===== src/rtl/imem_loader.sv =====
// Byte-stream program loader: parses a length-prefixed, XOR-checksummed stream
// and writes little-endian 32-bit words into the instruction memory write port.
module imem_loader #(
  parameter int          DEPTH     = 64,
  parameter logic [31:0] BASE_ADDR = 32'h0000_0000,
  parameter int          TIMEOUT   = 1024
) (
  input  logic        clk,
  input  logic        reset,
  input  logic        start,
  input  logic        in_valid,
  input  logic [7:0]  in_data,
  output logic        in_ready,
  output logic        wr_en,
  output logic [31:0] wr_addr,
  output logic [31:0] wr_data,
  output logic        core_hold,
  output logic        done,
  output logic        error,
  output logic [1:0]  err_code,
  output logic [15:0] words_loaded
);

  localparam int TW = $clog2(TIMEOUT + 1);

  typedef enum logic [2:0] {
    IDLE,
    LEN0,
    LEN1,
    DATA,
    CHECK,
    LOADED,
    FAILED
  } state_t;

  state_t         state;
  logic [7:0]     len_lo;
  logic [15:0]    len;
  logic [15:0]    word_idx;
  logic [1:0]     byte_cnt;
  logic [23:0]    part;
  logic [7:0]     chk;
  logic [TW-1:0]  timer;

  logic        accept;
  logic        timed_out;
  logic [15:0] len_full;

  assign accept    = in_valid && in_ready;
  assign timed_out = (timer == TW'(TIMEOUT - 1));
  assign len_full  = {in_data, len_lo};

  // Accepted bytes take priority over the idle timer, so a byte arriving on the
  // last allowed idle cycle still counts.
  always_ff @(posedge clk or negedge reset) begin
    if (!reset) begin
      state        <= IDLE;
      in_ready     <= 1'b0;
      wr_en        <= 1'b0;
      wr_addr      <= 32'h0;
      wr_data      <= 32'h0;
      core_hold    <= 1'b1;
      done         <= 1'b0;
      error        <= 1'b0;
      err_code     <= 2'd0;
      words_loaded <= 16'd0;
      len_lo       <= 8'h0;
      len          <= 16'd0;
      word_idx     <= 16'd0;
      byte_cnt     <= 2'd0;
      part         <= 24'h0;
      chk          <= 8'h0;
      timer        <= '0;
    end else begin
      wr_en <= 1'b0;
      case (state)
        IDLE, LOADED, FAILED: begin
          if (start) begin
            state        <= LEN0;
            in_ready     <= 1'b1;
            core_hold    <= 1'b1;
            done         <= 1'b0;
            error        <= 1'b0;
            err_code     <= 2'd0;
            words_loaded <= 16'd0;
            word_idx     <= 16'd0;
            byte_cnt     <= 2'd0;
            chk          <= 8'h0;
            timer        <= '0;
          end
        end
        default: begin
          if (accept) begin
            timer <= '0;
            case (state)
              LEN0: begin
                len_lo <= in_data;
                state  <= LEN1;
              end
              LEN1: begin
                if (len_full == 16'd0 || len_full > 16'(DEPTH)) begin
                  state    <= FAILED;
                  in_ready <= 1'b0;
                  error    <= 1'b1;
                  err_code <= 2'd1;
                end else begin
                  len   <= len_full;
                  state <= DATA;
                end
              end
              DATA: begin
                chk      <= chk ^ in_data;
                byte_cnt <= byte_cnt + 2'd1;
                case (byte_cnt)
                  2'd0: part[7:0]   <= in_data;
                  2'd1: part[15:8]  <= in_data;
                  2'd2: part[23:16] <= in_data;
                  default: begin
                    wr_en        <= 1'b1;
                    wr_data      <= {in_data, part};
                    wr_addr      <= BASE_ADDR + {14'd0, word_idx, 2'b00};
                    word_idx     <= word_idx + 16'd1;
                    words_loaded <= words_loaded + 16'd1;
                    if (word_idx == len - 16'd1) begin
                      state <= CHECK;
                    end
                  end
                endcase
              end
              CHECK: begin
                in_ready <= 1'b0;
                if (in_data == chk) begin
                  state     <= LOADED;
                  done      <= 1'b1;
                  core_hold <= 1'b0;
                end else begin
                  state    <= FAILED;
                  error    <= 1'b1;
                  err_code <= 2'd2;
                end
              end
              default: ;
            endcase
          end else if (timed_out) begin
            state    <= FAILED;
            in_ready <= 1'b0;
            error    <= 1'b1;
            err_code <= 2'd3;
            byte_cnt <= 2'd0;
          end else begin
            timer <= timer + TW'(1);
          end
        end
      endcase
    end
  end

endmodule


===== config.mk =====
export PLATFORM = sky130hd
export DESIGN_NAME = imem_loader
export DESIGN_NICKNAME = d
export VERILOG_FILES = /design/src/rtl/imem_loader.sv
export SDC_FILE = /design/constraint.sdc
export NUM_CORES = 1
export LEC_CHECK = 0
export ABC_AREA = 1
export CAP_MARGIN = 25
export CORE_MARGIN = 5
export CORE_UTILIZATION = 56
export CTS_BUF_LIST = sky130_fd_sc_hd__clkbuf_4 sky130_fd_sc_hd__clkbuf_8 sky130_fd_sc_hd__clkbuf_16
export DETAILED_ROUTE_END_ITERATION = 6
export PLACE_DENSITY = 0.78
export SLEW_MARGIN = 0
export SYNTH_ARGS = -nofsm -noshare
export SYNTH_HDL_FRONTEND = slang
export SYNTH_SLANG_ARGS = --single-unit

===== constraint.sdc =====
create_clock -name clk -period 2.8 [get_ports clk]
set_input_delay 0.84 -clock clk [delete_from_list [all_inputs] [get_ports clk]]
set_output_delay 0.84 -clock clk [all_outputs]
set_load 0.05 [all_outputs]

Yosys cells after proc, flatten, opt, wreduce, memory -nomap -nowiden
Cells that the tools add are included.

word-level totals
  output and inout bits = 87
  input bits = 12
  word-level logic and storage cells = 138
  flip-flop bits (word level) = 159

cells by class
  reductions and logical operators = 26
  $lt $le $gt $ge = 1
  add/sub/neg operators = 5
  mux-type cells = 62
  equality and inequality tests = 21
  bitwise logic cells = 4

operator list
  kind                                                            count
  two-way mux 16 bit                                              9
  two-way mux 11 bit                                              4
  adder 16 x 1 -> 16 bit, second input constant                   2
  two-way mux 8 bit                                               4
  AND reduction 4 bit                                             8
  two-way mux 1 bit                                               23
  two-way mux 2 bit                                               11
  two-way mux 3 bit                                               7
  == test 16 bit                                                  1
  greater-than comparator 16 x 7 -> 1 bit, second input constant  1
  zero test 16 bit                                                1
  != test 4 bit, second input constant                            4
  subtractor 16 x 1 -> 16 bit, second input constant              1
  case mux 3 bit (4 select lines)                                 1
  adder 11 x 1 -> 11 bit, second input constant                   1
  == test 11 x 10 -> 1 bit, second input constant                 1
  AND reduction 5 bit                                             2
  == test 3 bit, second input constant                            3
  AND reduction 3 bit                                             3
  == test 8 bit                                                   1
  nonzero test 2 bit                                              4
  XOR 8 bit                                                       1
  == test 3 x 2 -> 1 bit, second input constant                   2
  != test 6 x 1 -> 1 bit, second input constant                   1
  other kinds (19)                                                23

Logic depth before layout (Yosys ltp)
Gate-level depths: netlist (run 1).

  depth in word-level cells = 7
  gate-level depth with buffers = 16
  mapped depth without buffers = 16

Worst setup path before layout (run 1)
OpenSTA, ideal clock, no wires.

  kind = input to register
  start = input port in_valid
  end = register word_idx[7]
  data required time = 2.680 ns
  cell stages on the path = 10
  data arrival time = 1.980 ns
  path buffers = 1
  setup slack = 0.700 ns
  setup time = 0.120 ns
  path through = nand2_1 > inv_1 > nor2_4 > nor2_8 > nand2_2 > buf_6 > nor3_2 > nand2_1 > o21ai_0 > nor2_1

between the ends
  cells in the longest elaborated chain, start to end = 3

ends and longest elaborated chain
  element                        line  text
  start, declared                11    input logic in_valid,
  logical AND 1 bit              49    assign accept = in_valid && in_ready;
  nonzero test 2 bit (no line)   -
  AND reduction 4 bit (no line)  -
  end signal, assigned           122   word_idx <= word_idx + 16'd1;
  end, declared                  39    logic [15:0] word_idx;

Every way passes these cells.
A chain may end at the register's enable or synchronous reset.

Worst setup path after layout (run 1)
  start = register core_hold
  end = output port core_hold

RTL lines
  element                 line  text
  start, declared         17    output logic core_hold,
  start signal, assigned  62    core_hold <= 1'b1;
  start signal, assigned  81    core_hold <= 1'b1;
  start signal, assigned  135   core_hold <= 1'b0;

No word-level cell between the ends.

==> flow_summary.yaml, run 1 <==
run_status:
  status: "completed"
global_route:
  grt_usage_pct: 22.8
  antenna_found_initial: 0
  grt_pass1_wl_mm: 29.9
  grt_pass1_vias: 6242
  grt_max_degree: 61
  grt-ovfl-total: 0
timing:
  slew_headroom_pct: 61.4
  fin_crit_sh_pct: 92.8
  fin_setup_tns_ns: 0
  timing.fmax_ghz: 0.385
  skew_ns: 0.00607
  worstMarginPinSlew_ns: 0.574
  finalHoldViolCount: 0
  rsz0062_at_grt: "false"
  fin_crit_ns: 2.60
  drv_slew: 0
  whs_ns: 0.363
  setup-violations-final: 0
final_layout:
  finalNetCount: 1064
  drive_gt1_share_pct: 7.39
  antenna_cells: 0
  syn2layout_area_growth_pct: 21.2
  n_fill_cell: 1151
drt:
  wl_met1_mm: 8.30
  ant_nets: 0
  viasPerCell: 5.17
  top_layer: "met4"
  drtPass1Iterations: 5
  routed_wl_mm: 17.6
  drtIter0Drc: 440
  wl_per_cell_um: 14.3
  vias: 6393
  wl_met3_um: 910
  dr_wl_met2_mm: 8.10
  drc: 0
cts:
  cts_resized: 0
  clk_latency_ns: 0.43
  cts_tree: "done"
  clockRootBuffer: "clkbuf_16"
  cts_max_path_buffers: 2
  post_cts_buffers: 0
  cts_made_buffers: 17
  clk_pin_slew_ns: 0.07
  postCtsHoldBufs: 0
  numClockSinks: 159
  cts_max_level: 4
min_path:
  hp-class: "input pin to asynchronous set/reset pin"
pwr:
  seqPwrFrac_pct: 37.7
  p_clk_share_pct: 27.9
  p_sw_w: 0.00321
  pwr_density_cell_nw_per_um2: 853
  p_leak_nw: 4.59
  peakVddDrop_mv: 0.921
  sw_frac_of_total_pct: 40.0
  p_int_w: 0.00481
  combinationalPowerShare_pct: 34.5
floorplan:
  die_h_um: 128
  ios: 99
  initial_core_util_pct: 56.6
  dieArea_um2: 16300
  coreArea_um2: 13700
  core.rowCount: 43
  die_w_um: 128
critical_path:
  cp-start-kind: "register"
  cp.depth: 1
  crit_path_top_delay_cell: "clkdlybuf4s50_1"
  cp-endpoint: "core_hold"
  r2r_end: "word_idx[4]$_DFFE_PN0P_"
  worstSetupPathType: "register to primary output"
  worst_setup_path_end_kind: "primary output"
  critPathMaxStageDelay_ns: 0.80
  required_ns: 1.96
  reg2regPathDepth: 8
  cp-startpoint: "core_hold$_DFFE_PN1P_"
  critPathBufInv: 1
  path_max_fanout: 2
  r2r_start: "state[0]$_DFFE_PN0P_"
  r2r_slack_ns: 0.37
  path_delay_family: "buffers and inverters"
  cp_cell_sequence: "clkdlybuf4s50_1"
  cp_data_arrival_time_ns: 1.76
yosys:
  syn-instance-count: 947
  synth_area_leaders: "dfrtp_1, nand2_1, o21ai_0, inv_1, nor2_1"
  synth_cell_types: 42
  synthArstFlopShare_pct: 100
  yosysTopAreaCell: "dfrtp_1"
  ys_seq_area_share_pct: 51.3
  ys_ff_latch: 159
  synth_edf_count: 0
  syn_area_per_cell_um2: 8.19
  yosysMostFrequentCell: "nand2_1"
  ys_warn_count: 0
  synth_area_um2: 7760
  ys_top_cells_by_count: "nand2_1, dfrtp_1, o21ai_0"
  synth_top_area_share_pct: 51.0
  ys.flop_type: "dfrtp_1"
placement:
  hpwl_mm: 12.5
  gp_congestion: 0.893
  portBuffers: 82
run:
  cap_violations: 0
cell families (layout without fill, tap and decap cells):
group / after synthesis / after routing / synth area share [%]
AOI/OAI and AO/OA: 144 / 144 / 10.1
xor gates and xnor gates: 34 / 34 / 3.84
adders and majority gates: 9 / 9 / 1.55
buffers and inverters: 136 / 230 / 7.68
DFF: 159 / 159 / 51.3
other: 1 / 16 / 0.0483
and+or+nand+nor: 464 / 464 / 25.5
metal layers:
metal / track usage [%] / vias to the layer above
met4: 6.99 / 0
met3: 5.25 / 23
li1: - / 3204
met5: 0 / -
met2: 35.6 / 161
met1: 32.1 / 3005
placed cells by master, fill, tap and decap left out, types with 21 or more instances in the layout:
cell type,Yosys,final
a21oi_1,21,21
o21ai_0,92,92
inv_1,88,88
nand2_1,288,288
xor2_1,25,25
nor2_1,77,77
buf_4,17,21
dfrtp_1,158,158
nand3_1,44,44
clkdlybuf4s50_1,0,81
worst min-delay path by stage:
stage	from	to	slack, ns	cells past startpoint
after floorplan	part[4]$_DFFE_PN0P_	wr_data[4]$_DFFE_PN0P_	0.45	2
after global placement	wr_data[20]$_DFFE_PN0P_	wr_data[20]$_DFFE_PN0P_	0.45	2
after detailed placement	wr_data[15]$_DFFE_PN0P_	wr_data[15]$_DFFE_PN0P_	0.46	2
after CTS	reset	timer[7]$_DFFE_PN0P_	0.37	1
after global routing	reset	timer[5]$_DFFE_PN0P_	0.39	1
final	reset	timer[4]$_DFFE_PN0P_	0.36	1
sequential cells by signal, indices dropped and copies added (netlist names), 3 cells and up:
register and flops:
wr_data 32, len_lo 8, word_idx 16, len 16, state 3, part 24
timer 11, chk 8, words_loaded 16, wr_addr 16
area by class of cell:
| cell class | instances | area, µm² | share of cell area [%] |
|---|---|---|---|
| Timing Repair Buffer | 106 | 1040 | 11.1 |
| Inverter | 92 | 345 | 3.67 |
| Tap cell | 180 | 225 | 2.40 |
| Sequential cell | 159 | 3980 | 42.3 |
| Clock buffer | 19 | 453 | 4.82 |
| Multi-Input combinational cell | 667 | 3240 | 34.5 |
| Clock inverter | 13 | 119 | 1.26 |
metrics by stage:
stage	utilization, %	instances	setup slack (ns)	area [µm²]	power (W)
3_3_place_gp	64.4	1204	0.145	8830	0.00572
2_1_floorplan	-	962	0.700	7820	0.00505
3_5_place_dp	64.4	1204	0.0677	8830	0.00579
5_1_grt	68.5	1236	0.159	9400	0.00855
6_report	68.5	1236	0.203	9400	0.00802
4_1_cts	68.5	1236	0.186	9400	0.00805
power by group through the flow:
stage	Sequential, W	Clock, W	Combinational (W)
floorplan	0.00327	0	0.00177
global placement	0.00303	0	0.00269
detailed placement	0.00305	0	0.00274
CTS	0.00301	0.00227	0.00277
global route	0.00308	0.00236	0.00311
finish	0.00302	0.00223	0.00276
Note: power is estimated with default switching activity, not from simulation.
==> inputs of run 2 (changes only) <==
--- a/config.mk
+++ b/config.mk
@@ -8,10 +8,10 @@
 export ABC_AREA = 1
 export CAP_MARGIN = 25
 export CORE_MARGIN = 5
-export CORE_UTILIZATION = 56
+export CORE_UTILIZATION = 55
 export CTS_BUF_LIST = sky130_fd_sc_hd__clkbuf_4 sky130_fd_sc_hd__clkbuf_8 sky130_fd_sc_hd__clkbuf_16
 export DETAILED_ROUTE_END_ITERATION = 6
-export PLACE_DENSITY = 0.78
+export PLACE_DENSITY = 0.76
 export SLEW_MARGIN = 0
 export SYNTH_ARGS = -nofsm -noshare
 export SYNTH_HDL_FRONTEND = slang
==> constraint.sdc (replaced) <==
create_clock -name clk -period 2.75 [get_ports clk]
set_input_delay 0.825 -clock clk [delete_from_list [all_inputs] [get_ports clk]]
set_output_delay 0.825 -clock clk [all_outputs]
set_load 0.05 [all_outputs]
==> flow_summary.yaml, run 2 (same netlist as run 1, synthesis figures left out) <==
global_route:
  grt_usage_pct: 21.7
  grt-ovfl-total: 0
  grt_pass1_vias: 6131
  grt_max_degree: 67
  grt_pass1_wl_mm: 29.0
  antenna_found_initial: 0
critical_path:
  required_ns: 1.93
  path_delay_family: "buffers and inverters"
  cp-start-kind: "register"
  cp_cell_sequence: "clkdlybuf4s50_1"
  crit_path_top_delay_cell: "clkdlybuf4s50_1"
  path_max_fanout: 2
  critPathBufInv: 1
  cp_data_arrival_time_ns: 1.76
  worst_setup_path_end_kind: "primary output"
  critPathMaxStageDelay_ns: 0.80
  worstSetupPathType: "register to primary output"
pwr:
  combinationalPowerShare_pct: 34.3
  seqPwrFrac_pct: 37.5
  sw_frac_of_total_pct: 39.6
  p_clk_share_pct: 28.3
  p_int_w: 0.00496
  p_leak_nw: 4.60
  p_sw_w: 0.00325
  peakVddDrop_mv: 0.741
  pwr_density_cell_nw_per_um2: 872
timing:
  drv_slew: 0
  whs_ns: 0.346
  timing.fmax_ghz: 0.387
  slew_headroom_pct: 64.7
  fin_crit_sh_pct: 94.1
  fin_crit_ns: 2.59
  rsz0062_at_grt: "false"
  worstMarginPinSlew_ns: 0.525
  setup-violations-final: 0
  skew_ns: 0.00965
  fin_setup_tns_ns: 0
  finalHoldViolCount: 0
cts:
  cts_tree: "done"
  clockRootBuffer: "clkbuf_16"
  cts_made_buffers: 17
  postCtsHoldBufs: 0
  cts_max_path_buffers: 2
  cts_max_level: 4
  post_cts_buffers: 0
  numClockSinks: 159
  clk_pin_slew_ns: 0.07
  cts_resized: 0
  clk_latency_ns: 0.43
placement:
  portBuffers: 82
  hpwl_mm: 12.3
  gp_congestion: 0.892
drt:
  drc: 0
  ant_nets: 0
  drtPass1Iterations: 5
  wl_per_cell_um: 14.0
  vias: 6460
  viasPerCell: 5.22
  drtIter0Drc: 525
  routed_wl_mm: 17.3
floorplan:
  coreArea_um2: 13900
  initial_core_util_pct: 55.9
  core.rowCount: 43
  ios: 99
  die_h_um: 129
  die_w_um: 129
  dieArea_um2: 16600
final_layout:
  n_fill_cell: 1151
  finalNetCount: 1066
  antenna_cells: 0
  mostFrequentLayoutCells: "nand2_1, dfrtp_1, o21ai_0"
  drive_gt1_share_pct: 7.56
  reg_top3: "wr_data: 32 flops, part: 24 flops"
  largest_reg_flops: 32
  syn2layout_area_growth_pct: 21.4
  largest-register: "wr_data"
  layout_commonest_cell: "nand2_1"
min_path:
  hp-class: "input pin to asynchronous set/reset pin"
run:
  cap_violations: 0
run_status:
  status: "completed"
[run 2: cell types whose count changed in the layout (fill, tap and decap cells not counted)]
cell,delta
bufinv_16,+1
clkinvlp_4,+1
buf_12,-1
buf_4,+3
inv_6,-1
clkbuf_8,-1
[run 2: metal layers]
metal	up-vias	global-route usage [%]	share of wire, %
li1	3204	-	-
met1	3018	30.9	46
met2	212	33.3	45
met3	26	4.77	6.8
met4	0	6.86	1.6
met5	-	0	0
[run 2: worst paths after layout]
kind,start,cells past startpoint,slack (ns),to
min,reset,1,0.35,timer[3]$_DFFE_PN0P_
max reg2reg,state[0]$_DFFE_PN0P_,8,0.38,words_loaded[12]$_DFFE_PN0P_
max,core_hold$_DFFE_PN1P_,1,0.16,core_hold
min reg2reg,wr_data[5]$_DFFE_PN0P_,2,0.47,wr_data[5]$_DFFE_PN0P_
min in group clk,wr_data[5]$_DFFE_PN0P_,2,0.47,wr_data[5]$_DFFE_PN0P_
max in group asynchronous,reset,2,1.76,core_hold$_DFFE_PN1P_
[run 2: stage by stage]
stage,instance area (µm²),worst slack [ns],std cells,total power (W),util (%)
after floorplan,7820,0.665,962,0.00514,-
after global placement,8830,-0.00134,1206,0.00584,63.6
after detailed placement,8830,-0.00229,1206,0.00589,63.6
after CTS,9420,0.150,1238,0.00825,67.9
after global routing,9420,0.134,1238,0.00873,67.9
final,9420,0.163,1238,0.00821,67.9
[run 2: power by group through the flow]
stage	sequential (W)	combinational, W	clock, W
2_1_floorplan	0.00333	0.00181	0
3_3_place_gp	0.00310	0.00274	0
3_5_place_dp	0.00310	0.00279	0
4_1_cts	0.00307	0.00283	0.00236
5_1_grt	0.00312	0.00316	0.00245
6_report	0.00308	0.00281	0.00232
[run 2: area by class of cell]
type                       count  area [µm²]  share of cell area, %
inverter                      92         345                   3.67
timing repair buffer         108        1040                   11.1
tap                          180         225                   2.39
multi-input combinational    667        3240                   34.4
clock inverter                14         148                   1.57
clock buffer                  18         439                   4.66
sequential                   159        3980                   42.3
[run 2: worst register-to-register path, cell delays in order, from the launching register on]
cell,delay [ns]
dfrtp_1,0.47
inv_1,0.13
fa_1,0.57
a21oi_1,0.20
nand2_2,0.26
nor3_4,0.25
nand2_1,0.12
o21ai_0,0.18
nor2_1,0.07
==> inputs of run 3 (changes only) <==
--- a/config.mk
+++ b/config.mk
@@ -9,8 +9,10 @@
 export CAP_MARGIN = 25
 export CORE_MARGIN = 5
 export CORE_UTILIZATION = 55
-export CTS_BUF_LIST = sky130_fd_sc_hd__clkbuf_4 sky130_fd_sc_hd__clkbuf_8 sky130_fd_sc_hd__clkbuf_16
+export CTS_BUF_LIST = sky130_fd_sc_hd__clkbuf_8
+export CTS_CLUSTER_SIZE = 20
 export DETAILED_ROUTE_END_ITERATION = 6
+export GPL_TIMING_DRIVEN = 0
 export PLACE_DENSITY = 0.76
 export SLEW_MARGIN = 0
 export SYNTH_ARGS = -nofsm -noshare
==> flow_summary.yaml, run 3 (same netlist as run 1, synthesis figures left out) <==
run_status:
  status: "completed"
timing:
  slew_headroom_pct: 61.3
  setup-violations-final: 0
  fin_crit_ns: 2.61
  worstMarginPinSlew_ns: 0.581
  fin_setup_tns_ns: 0
  finalHoldViolCount: 0
  rsz0062_at_grt: "false"
  timing.fmax_ghz: 0.383
  fin_crit_sh_pct: 95.0
  skew_ns: 0.0155
  drv_slew: 0
  whs_ns: 0.338
drt:
  drtPass1Iterations: 5
  ant_nets: 0
  wl_per_cell_um: 13.9
  routed_wl_mm: 17.4
  drc: 0
  drtIter0Drc: 411
  vias: 6477
  viasPerCell: 5.15
cts:
  clk_pin_slew_ns: 0.09
  numClockSinks: 159
  cts_max_path_buffers: 2
  cts_resized: 0
  cts_tree: "done"
  clockRootBuffer: "clkbuf_8"
  cts_made_buffers: 17
  post_cts_buffers: 0
  postCtsHoldBufs: 0
  cts_max_level: 4
  clk_latency_ns: 0.46
floorplan:
  die_h_um: 129
  initial_core_util_pct: 55.9
  die_w_um: 129
  coreArea_um2: 13900
  ios: 99
  core.rowCount: 43
  dieArea_um2: 16600
critical_path:
  critPathMaxStageDelay_ns: 0.80
  worstSetupPathType: "register to primary output"
  worst_setup_path_end_kind: "primary output"
  path_delay_family: "buffers and inverters"
  cp_data_arrival_time_ns: 1.79
  cp-startpoint: "core_hold$_DFFE_PN1P_"
  cp-start-kind: "register"
  crit_path_top_delay_cell: "clkdlybuf4s50_1"
  cp_cell_sequence: "clkdlybuf4s50_1"
  critPathBufInv: 1
  r2r_start: "timer[0]$_DFFE_PN0P_"
  required_ns: 1.93
  path_max_fanout: 2
pwr:
  peakVddDrop_mv: 0.815
  p_leak_nw: 4.53
  pwr_density_cell_nw_per_um2: 813
final_layout:
  largest_reg_flops: 32
  finalNetCount: 1085
  layout_commonest_cell: "nand2_1"
  largest-register: "wr_data"
  drive_gt1_share_pct: 7.24
  antenna_cells: 0
  reg_top3: "wr_data: 32 flops, part: 24 flops"
  n_fill_cell: 1210
  mostFrequentLayoutCells: "nand2_1, dfrtp_1, o21ai_0"
  syn2layout_area_growth_pct: 19.4
placement:
  gp_congestion: 0.877
  hpwl_mm: 12.6
  portBuffers: 82
global_route:
  grt_usage_pct: 22.1
  antenna_found_initial: 1
  grt_max_degree: 102
  grt_pass1_wl_mm: 29.4
  grt-ovfl-total: 0
  grt_pass1_vias: 6114
run:
  cap_violations: 0
min_path:
  hp-class: "input pin to asynchronous set/reset pin"
-- run 3: through the flow --
stage               total power, W  utilization (%)  cells  cell area (µm²)  setup WS (ns)
detailed placement         0.00594             64.0   1225             8890         -0.220
CTS                        0.00757             66.7   1257             9270          0.110
global route               0.00809             66.7   1257             9270         0.0341
finish                     0.00753             66.7   1257             9270          0.138
global placement           0.00590             63.8   1224             8860          -5.43
floorplan                  0.00514                -    962             7820          0.665
-- run 3: cell type report --
class / instances / area (µm²) / share of cell area [%]
clock inverter: 12 / 100 / 1.08
tap: 180 / 225 / 2.43
buffer: 44 / 250 / 2.70
timing repair buffer: 83 / 850 / 9.17
clock buffer: 20 / 275 / 2.97
inverter: 92 / 345 / 3.73
sequential: 159 / 3980 / 43.0
multi-input combinational: 667 / 3240 / 35.0
-- run 3: worst paths after layout --
check | endpoint | slack [ns] | cells after the start
setup reg to reg | state[2]$_DFFE_PN0P_ | 0.50 | 14
hold reg to reg | wr_data[19]$_DFFE_PN0P_ | 0.47 | 2
min in group clk | wr_data[19]$_DFFE_PN0P_ | 0.47 | 2
setup / recovery | core_hold | 0.14 | 1
max in group asynchronous | wr_addr[12]$_DFFE_PN0P_ | 1.54 | 2
hold / removal | timer[2]$_DFFE_PN0P_ | 0.34 | 1
-- run 3: routing by layer --
layer	vias up	share of wire, %	GRT usage (%)
met3	34	5.9	4.86
met1	3022	49	32.3
met5	-	0.075	0
met4	2	2.1	7.66
met2	176	43	32.9
li1	3243	-	-
-- run 3: report_power, final --
group	switching, W	internal (W)	total [W]	leakage (nW)
combinational	0.00195	0.000908	0.00286	2.19
sequential	0.000303	0.00275	0.00305	2.15
clock	0.000902	0.000716	0.00162	0.190
total	0.00316	0.00437	0.00753	4.53
